<file path="src/rtl/mvu_rt_pkg.sv">
// ----------------------------------------------------------------------------
// mvu_rt_pkg
//   Shared types and helpers for the runtime-reloadable MVAU weight memory.
//   - wmem_state_t : load sequencer state (IDLE / LOAD / READY)
//   - clog2_min1   : ceil(log2(n)) clamped to at least 1, for counter widths
// ----------------------------------------------------------------------------
package mvu_rt_pkg;

   typedef enum logic [1:0] {
      IDLE,
      LOAD,
      READY
   } wmem_state_t;

   function automatic int unsigned clog2_min1(input int unsigned n);
      return (n <= 2) ? 1 : $clog2(n);
   endfunction

endpackage

</file>
<file path="src/rtl/mvu_weight_bank.sv">
// ----------------------------------------------------------------------------
// mvu_weight_bank
//   One PE's simple-dual-port weight RAM with a registered read port.
//   Ports:
//     clk    in   clock for both ports
//     rst_n  in   synchronous active-low reset (read register only)
//     we     in   write enable
//     waddr  in   write address
//     wdata  in   write word (SIMD*TW bits)
//     re     in   read enable; rdata updates on the next edge
//     raddr  in   read address
//     rdata  out  registered read word, holds when re=0
// ----------------------------------------------------------------------------
module mvu_weight_bank
   import mvu_rt_pkg::*;
#(
   parameter int unsigned SIMD       = 2,
   parameter int unsigned TW         = 1,
   parameter int unsigned WMEM_DEPTH = 4
) (
   input  logic                              clk,
   input  logic                              rst_n,
   input  logic                              we,
   input  logic [clog2_min1(WMEM_DEPTH)-1:0] waddr,
   input  logic [SIMD*TW-1:0]                wdata,
   input  logic                              re,
   input  logic [clog2_min1(WMEM_DEPTH)-1:0] raddr,
   output logic [SIMD*TW-1:0]                rdata
);

   localparam int unsigned W = SIMD * TW;

   // RAM array is intentionally not reset so it maps onto block/distributed RAM
   logic [W-1:0] mem [WMEM_DEPTH];
   logic [W-1:0] rdata_q;
   logic [W-1:0] rdata_d;

   always_ff @(posedge clk) begin
      if (we) begin
         mem[waddr] <= wdata;
      end
   end

   always_comb begin
      rdata_d = rdata_q;
      if (re) begin
         rdata_d = mem[raddr];
      end
   end

   always_ff @(posedge clk) begin
      if (!rst_n) begin
         rdata_q <= '0;
      end else begin
         rdata_q <= rdata_d;
      end
   end

   assign rdata = rdata_q;

endmodule

</file>
<file path="src/rtl/mvu_weight_mem_rt.sv">
// ----------------------------------------------------------------------------
// mvu_weight_mem_rt
//   Runtime-reloadable, PE-banked weight memory for the MVAU datapath.
//   A weight stream is scattered PE-fastest into PE banks by a load
//   sequencer; the compute side reads all banks at one address.
//   Ports:
//     clock          in   single clock
//     aresetn        in   synchronous active-low reset
//     load_start     in   pulse: begin a full weight reload
//     s_wdata        in   weight word for one PE at one address
//     s_wvalid       in   write-stream valid
//     s_wready       out  write-stream ready (high only while loading)
//     weights_ready  out  memory holds a complete weight set
//     load_busy      out  reload in progress
//     rd_en          in   read request (honoured only while weights_ready)
//     rd_addr        in   read address
//     wmem_out       out  per-PE read data, holds between reads
//     wmem_valid     out  wmem_out valid this cycle (latency 1 from rd_en)
// ----------------------------------------------------------------------------
module mvu_weight_mem_rt
   import mvu_rt_pkg::*;
#(
   parameter int unsigned SIMD         = 2,
   parameter int unsigned PE           = 2,
   parameter int unsigned TW           = 1,
   parameter int unsigned WMEM_DEPTH   = 4,
   parameter int unsigned WMEM_ADDR_BW = clog2_min1(WMEM_DEPTH),
   parameter int unsigned PE_BW        = clog2_min1(PE)
) (
   input  logic                    clock,
   input  logic                    aresetn,
   input  logic                    load_start,
   input  logic [SIMD*TW-1:0]      s_wdata,
   input  logic                    s_wvalid,
   output logic                    s_wready,
   output logic                    weights_ready,
   output logic                    load_busy,
   input  logic                    rd_en,
   input  logic [WMEM_ADDR_BW-1:0] rd_addr,
   output logic [SIMD*TW-1:0]      wmem_out [0:PE-1],
   output logic                    wmem_valid
);

   wmem_state_t             state_q, state_d;
   logic [PE_BW-1:0]        pe_cnt_q, pe_cnt_d;
   logic [WMEM_ADDR_BW-1:0] addr_cnt_q, addr_cnt_d;
   logic                    wmem_valid_q, wmem_valid_d;

   logic wr_fire;
   logic rd_fire;

   // Reads are gated by READY, so a bank never sees a read and write together
   assign wr_fire = (state_q == LOAD) && s_wvalid;
   assign rd_fire = (state_q == READY) && rd_en;

   // State register
   always_ff @(posedge clock) begin
      if (!aresetn) begin
         state_q      <= IDLE;
         pe_cnt_q     <= '0;
         addr_cnt_q   <= '0;
         wmem_valid_q <= 1'b0;
      end else begin
         state_q      <= state_d;
         pe_cnt_q     <= pe_cnt_d;
         addr_cnt_q   <= addr_cnt_d;
         wmem_valid_q <= wmem_valid_d;
      end
   end

   // Next-state and fill counters (PE-fastest order)
   always_comb begin
      state_d    = state_q;
      pe_cnt_d   = pe_cnt_q;
      addr_cnt_d = addr_cnt_q;
      unique case (state_q)
         IDLE: begin
            if (load_start) begin
               state_d    = LOAD;
               pe_cnt_d   = '0;
               addr_cnt_d = '0;
            end
         end
         LOAD: begin
            // load_start is ignored here: the running load always completes
            if (wr_fire) begin
               if (pe_cnt_q == PE_BW'(PE - 1)) begin
                  pe_cnt_d = '0;
                  if (addr_cnt_q == WMEM_ADDR_BW'(WMEM_DEPTH - 1)) begin
                     addr_cnt_d = '0;
                     state_d    = READY;
                  end else begin
                     addr_cnt_d = addr_cnt_q + WMEM_ADDR_BW'(1);
                  end
               end else begin
                  pe_cnt_d = pe_cnt_q + PE_BW'(1);
               end
            end
         end
         READY: begin
            if (load_start) begin
               state_d    = LOAD;
               pe_cnt_d   = '0;
               addr_cnt_d = '0;
            end
         end
         default: state_d = IDLE;
      endcase
   end

   // Outputs
   always_comb begin
      s_wready      = (state_q == LOAD);
      load_busy     = (state_q == LOAD);
      weights_ready = (state_q == READY);
      wmem_valid_d  = rd_fire;
   end

   assign wmem_valid = wmem_valid_q;

   for (genvar p = 0; p < PE; p++) begin : g_bank
      mvu_weight_bank #(
         .SIMD       (SIMD),
         .TW         (TW),
         .WMEM_DEPTH (WMEM_DEPTH)
      ) u_bank (
         .clk   (clock),
         .rst_n (aresetn),
         .we    (wr_fire && (pe_cnt_q == PE_BW'(p))),
         .waddr (addr_cnt_q),
         .wdata (s_wdata),
         .re    (rd_fire),
         .raddr (rd_addr),
         .rdata (wmem_out[p])
      );
   end

endmodule

</file>
<file path="config.mk">
export PLATFORM = sky130hd
export DESIGN_NAME = mvu_weight_mem_rt
export DESIGN_NICKNAME = d
export VERILOG_FILES = /design/src/rtl/mvu_rt_pkg.sv /design/src/rtl/mvu_weight_bank.sv /design/src/rtl/mvu_weight_mem_rt.sv
export SDC_FILE = /design/constraint.sdc
export NUM_CORES = 1
export LEC_CHECK = 0
export CAP_MARGIN = 20
export CORE_ASPECT_RATIO = 0.8
export CORE_MARGIN = 3
export CORE_UTILIZATION = 55
export CTS_CLUSTER_DIAMETER = 50
export DETAILED_ROUTE_END_ITERATION = 6
export PLACE_DENSITY = 0.81
export SYNTH_ARGS = -nofsm -noshare
export SYNTH_HDL_FRONTEND = slang
export SYNTH_SLANG_ARGS = --single-unit
</file>
<file path="constraint.sdc">
create_clock -name clock -period 2.2 [get_ports clock]
set_clock_uncertainty 0.05 [all_clocks]
set_input_delay 0.66 -clock clock [delete_from_list [all_inputs] [get_ports clock]]
set_output_delay 0.66 -clock clock [all_outputs]
set_load 0.05 [all_outputs]
</file>
# Word-level counts from Yosys, hierarchy flattened
# Memories as Yosys holds them, arrays and structs flattened. A register that Yosys moved wholly into a read port is not among the register bits.
# Cells that the tools add are included.
dict set report totals {
  regBits 6
  ramBits 16
  output_inout_bits 8
  elab_cells 46
  memories 2
}
dict set report classes {
  n_addsub 2
  eq_ne 7
  muxes 18
  bitwise_logic 1
  reduce_logical 12
}
# memory depth width read_ports rd_ports_with_merged_regs wr line
set memory_table {}
lappend memory_table {{g_bank[0].u_bank.mem} 4 2 1 1 1 mvu_weight_bank.sv:34} ;# logic [W-1:0] mem [WMEM_DEPTH];
lappend memory_table {{g_bank[1].u_bank.mem} 4 2 1 1 1 mvu_weight_bank.sv:34}
# operator count
set op_table {}
lappend op_table {{2-to-1 mux 2 bit} 8}
lappend op_table {{inequality test 2 x 1 -> 1 bit (second input constant)} 4}
lappend op_table {{one-hot mux 2 bit (2 select lines)} 2}
lappend op_table {{AND reduction 4 bit} 2}
lappend op_table {{2-to-1 mux 1 bit} 7}
lappend op_table {{== test 2 bit (second input constant)} 2}
lappend op_table {{logical AND 1 bit} 4}
lappend op_table {{AND reduction 3 bit} 1}
lappend op_table {{adder 2 x 1 -> 2 bit (second input constant)} 1}
lappend op_table {{== test 2 x 1 -> 1 bit (second input constant)} 1}
lappend op_table {{logical NOT 1 bit} 2}
lappend op_table {{logical NOT 2 bit} 1}
lappend op_table {{one-hot mux 1 bit (2 select lines)} 1}
lappend op_table {{nonzero test 2 bit} 1}
lappend op_table {{OR reduction 2 bit} 1}
lappend op_table {{adder 1 bit (second input constant)} 1}
lappend op_table {{inverter 1 bit} 1}

# Longest topological paths before layout
dict set report depth {
  ltp_word 5
  ltp_mapped 5
}

# By module
# From an unflattened synthesis, not the netlist that was laid out.
dict set report hier_totals {
  hier_cells 83
  hier_area_um2 1096.1
}
# mod instances cells_each area_each_um2 seq_area_each_um2
set by_module_without_submodules {}
lappend by_module_without_submodules {mvu_weight_bank 2 26 400.4 280.3}
lappend by_module_without_submodules {mvu_weight_mem_rt 1 31 295.3 120.1}

# Worst setup path after synthesis
# OpenSTA, ideal clock, no wires.
dict set report synth_timing {
  path_kind {flip-flop to output port}
  from {reg state_q[0]}
  to {out weights_ready}
  t_arrival_ps 1100
  required_time_ps 1490
  setup_slack_ps 390
  stages_incl_launch_ff 2
  path_buffers 0
  cell_sequence {dfxtp_1 -> nor2b_1}
}
dict set report synth_via {
  elab_chain_cells 1
}
# element line
set synth_lines {}
lappend synth_lines {{start, declared} mvu_weight_mem_rt.sv:44} ;# wmem_state_t state_q, state_d;
lappend synth_lines {{start signal, assigned} mvu_weight_mem_rt.sv:64} ;# state_q <= state_d;
lappend synth_lines {{== test 2 bit} mvu_weight_mem_rt.sv:115} ;# weights_ready = (state_q == READY);
lappend synth_lines {{end, declared} mvu_weight_mem_rt.sv:36} ;# output logic weights_ready,
# No other way between the ends.

# Worst setup path in the final report
dict set report layout_timing {
  from {reg wmem_valid_q (netlist: wmem_valid)}
  to {out wmem_valid}
}
# element line
set layout_lines {}
lappend layout_lines {{start, declared} mvu_weight_mem_rt.sv:47} ;# logic wmem_valid_q, wmem_valid_d;
lappend layout_lines {{start signal, assigned} mvu_weight_mem_rt.sv:67} ;# wmem_valid_q <= wmem_valid_d;
lappend layout_lines {{end, declared} mvu_weight_mem_rt.sv:41} ;# output logic wmem_valid
# No word-level cell between the ends.

==> summary.txt <==
Outcome
  – Outcome: finished clean

STA
  – FMAX: approximately 470 MHz
  – Min Clock Period, post-route: around 2100 ps
  – Worst relative slew slack: 0.662
  – RSZ-0062 raised after global routing: false
  – Slew of the pin with the lowest slew margin: about 510 ps
  – Crit share post-route: 0.971
  – Final hold violation count: 0
  – Final worst slack: roughly 63 ps
  – # setup viols final: 0
  – Setup_tns: 0 ps
  – Slew Limit Fails: 0

Clock network
  – TritonCTS Buffers: 3
  – CTS tree: built
  – Worst skew pair latency: roughly 310 ps
  – H-tree depth: 1
  – Setup bufs post-CTS: 0
  – Clock Tree Root: clkbuf_4
  – Worst-path clk slew: between 100 and 150 ps
  – Max clock buf depth: 2
  – Total clock sinks: 26

Worst setup path
  – Crit Reg-Reg Endpoint: g_bank[1].u_bank.mem[1][0]$_DFFE_PP_
  – Critical path arrival: ~1400 ps
  – Slowest Stage Delay on Critical Path: a little under 800 ps
  – CP Depth: 1
  – Crit path max fanout: 1
  – Critical path startpoint category: register
  – Crit path to: wmem_valid
  – Cells on worst reg2reg path: 3
  – Crit end category: primary output
  – Reg-to-Reg Start: state_q[0]$_SDFFE_PN0P_
  – Worst setup startpoint: wmem_valid$_SDFF_PN0_
  – Crit path max-delay family: buffers and inverters
  – Reg2Reg Setup Slack: roughly 720 ps
  – CP Buf/Inv Count: 1
  – Slowest CP cell: clkdlybuf4s50_1
  – Req. time, crit path: between 1000 and 1500 ps
  – Critical path class: reg -> out
  – Critical-path cell list: clkdlybuf4s50_1

Placed design
  – Final HPWL DP: around 1400 um
  – Post-place setup slack: around 80 ps
  – Inst Count DP: 120
  – Placer Congestion: between 0.7 and 0.8
  – IO buf count: 16

Synth
  – Post-synth top area share: 0.438
  – Synth top area cells: edfxtp_1, dfxtp_1, mux4_2
  – FF+latch count, synth: 26
  – Mux cell area share after synthesis: 0.0822
  – Seq/Total Area, Yosys: 0.621
  – Post-synthesis simple-gate area fraction: 0.186
  – Ys async rst share: 0
  – XOR/XNOR Fraction of Synth Area: 0.00799
  – Most numerous cell in the Yosys netlist: edfxtp_1
  – Post-synth cell types: 24
  – Synth warn: 0
  – Syn Area/Cell: between 10 and 15 um2
  – Largest family of logic cells by synthesized area: simple AND/OR/NAND/NOR gates
  – Yosys top cell by area: edfxtp_1
  – Syn Inst Count: 84
  – Post-synthesis adder-cell area fraction: 0.0457
  – Post-synth EDFFs: 16
  – Ys flop type: edfxtp_1
  – Compound-gate portion of the synthesized area: 0.0320
  – Synthesized cell area: about 1100 um2
  – Synthesized Nets: 97
  – Post-synth top cells: edfxtp_1, nand2_1, dfxtp_1

Cells and area
  – Layout area overhead: 22.4%
  – FF/Latch Area: a little under 700 um2
  – # fillers: 110
  – Share of cells above drive strength 1: 0.118
  – Final nets: 116
  – Multi-input logic area: between 300 and 400 um2
  – ANT cells: 0
  – Final cell count without fillers: ~120
  – Final core occ: 0.764

Drt
  – Wire per inst: ~15 um
  – Antenna violation net count after detailed routing: 0
  – DRC: 0
  – Routed wire length: approximately 1800 um
  – Vias: 675
  – Pre-antenna DRT Iters: 3
  – Vias per cell: ~5.4
  – Iter 0 DRT Violations: 5

Floorplan
  – Die area: about 2600 um2
  – Rows: 13
  – DIE HEIGHT: roughly 46 um
  – Core area: around 1800 um2
  – Initial Util: 0.624
  – I/O Pins: 17
  – Die Width: about 56 um

Run
  – Max Cap Viol: 0

Power and ir drop
  – Lkg Pwr: about 0.56 nW
  – Pwr Density: a little under 600 nW/um2
  – Max VDD drop: 0.630 mV

Global routing
  – Grt ovf: 0
  – GRT Overall Usage: 0.159
  – Vias in the first global route: about 680
  – First-pass GRT wire length: about 3000 um
  – Pin count of the biggest net entering global routing: 15
  – Initial antenna violation count: 0

Hold path
  – Hold path startpoint: g_bank[1].u_bank.rdata[1]$_SDFFE_PN0P_
  – Hold Path Class: reg -> reg
[through the flow]
stage | hold WS (ps) | power (mW) | cell area (um2)
after floorplan | 431 | 0.571 | 1100
after detailed placement | 401 | 0.610 | 1310
after CTS | 421 | 0.802 | 1330
after global placement | 395 | 0.609 | 1310
final | 418 | 0.793 | 1340
after global routing | 430 | 0.827 | 1340
[area by class of cell]
type,count,share of cell area
Clock buffer,3,0.0168
Clock inverter,1,0.00280
Inverter,3,0.00840
Multi-Input combinational cell,52,0.289
Sequential cell,26,0.507
Tap cell,22,0.0205
Timing Repair Buffer,17,0.155
[cells by family (layout without fill, tap and decap cells)]
family | Yosys count | count (layout)
compound gates | 5 | 5
xor+xnor | 1 | 1
buf+inv | 6 | 24
flops | 26 | 26
simple gates | 38 | 38
mux | 4 | 4
fa+ha+maj | 4 | 4
[metal layers]
metal  part of all wire  track usage  wire [um]
met1               0.45        0.179        811
met2               0.48        0.274        862
met3              0.053       0.0708         96
met4              0.020       0.0616         37
met5                  0            0          0
[power by group]
part / total (mW) / internal, mW / switching, mW
logic: 0.0740 / 0.0392 / 0.0348
clock network: 0.194 / 0.0663 / 0.128
registers: 0.525 / 0.521 / 0.00416
total: 0.793 / 0.626 / 0.167
[flip-flops by register name, indices dropped and copies added, names as in the netlist]
signal,flops
wmem_valid,1
g_bank.u_bank.rdata,4
pe_cnt_q,1
g_bank.u_bank.mem,16
state_q,2
addr_cnt_q,2
[worst min-delay path, stage by stage, from the launching register on]
cell     delay (ps)
dfxtp_1         330
nand3_1          60
nand2_1          50
[cells in the final DEF (no fill, tap or decap), types with 2 or more instances in the layout]
cell type         n
nand2b_1          2
and2_1            7
dfxtp_1          10
and3_1            2
dlymetal6s2s_1    4
a21boi_0          2
nand2_1          11
nor2b_1           3
nand3_1           8
inv_1             3
clkbuf_4          3
mux4_2            4
clkdlybuf4s50_1   9
buf_12            3
ha_1              4
edfxtp_1         16
[worst min-delay path by stage]
stage	cells past startpoint	to	slack [ps]
floorplan	2	addr_cnt_q[0]$_SDFFE_PN0P_	430
global placement	2	g_bank[1].u_bank.rdata[1]$_SDFFE_PN0P_	400
detailed placement	2	g_bank[1].u_bank.rdata[1]$_SDFFE_PN0P_	400
CTS	2	g_bank[1].u_bank.rdata[1]$_SDFFE_PN0P_	420
global route	2	g_bank[1].u_bank.rdata[1]$_SDFFE_PN0P_	430
finish	2	g_bank[1].u_bank.rdata[1]$_SDFFE_PN0P_	420
[timing repair]
action | in CTS | in global routing
gates resized for setup | 0 | 4
hold buffers | 0 | 0
setup endpoints to repair | 0 | 4
Note: power is estimated with default switching activity, not from simulation.
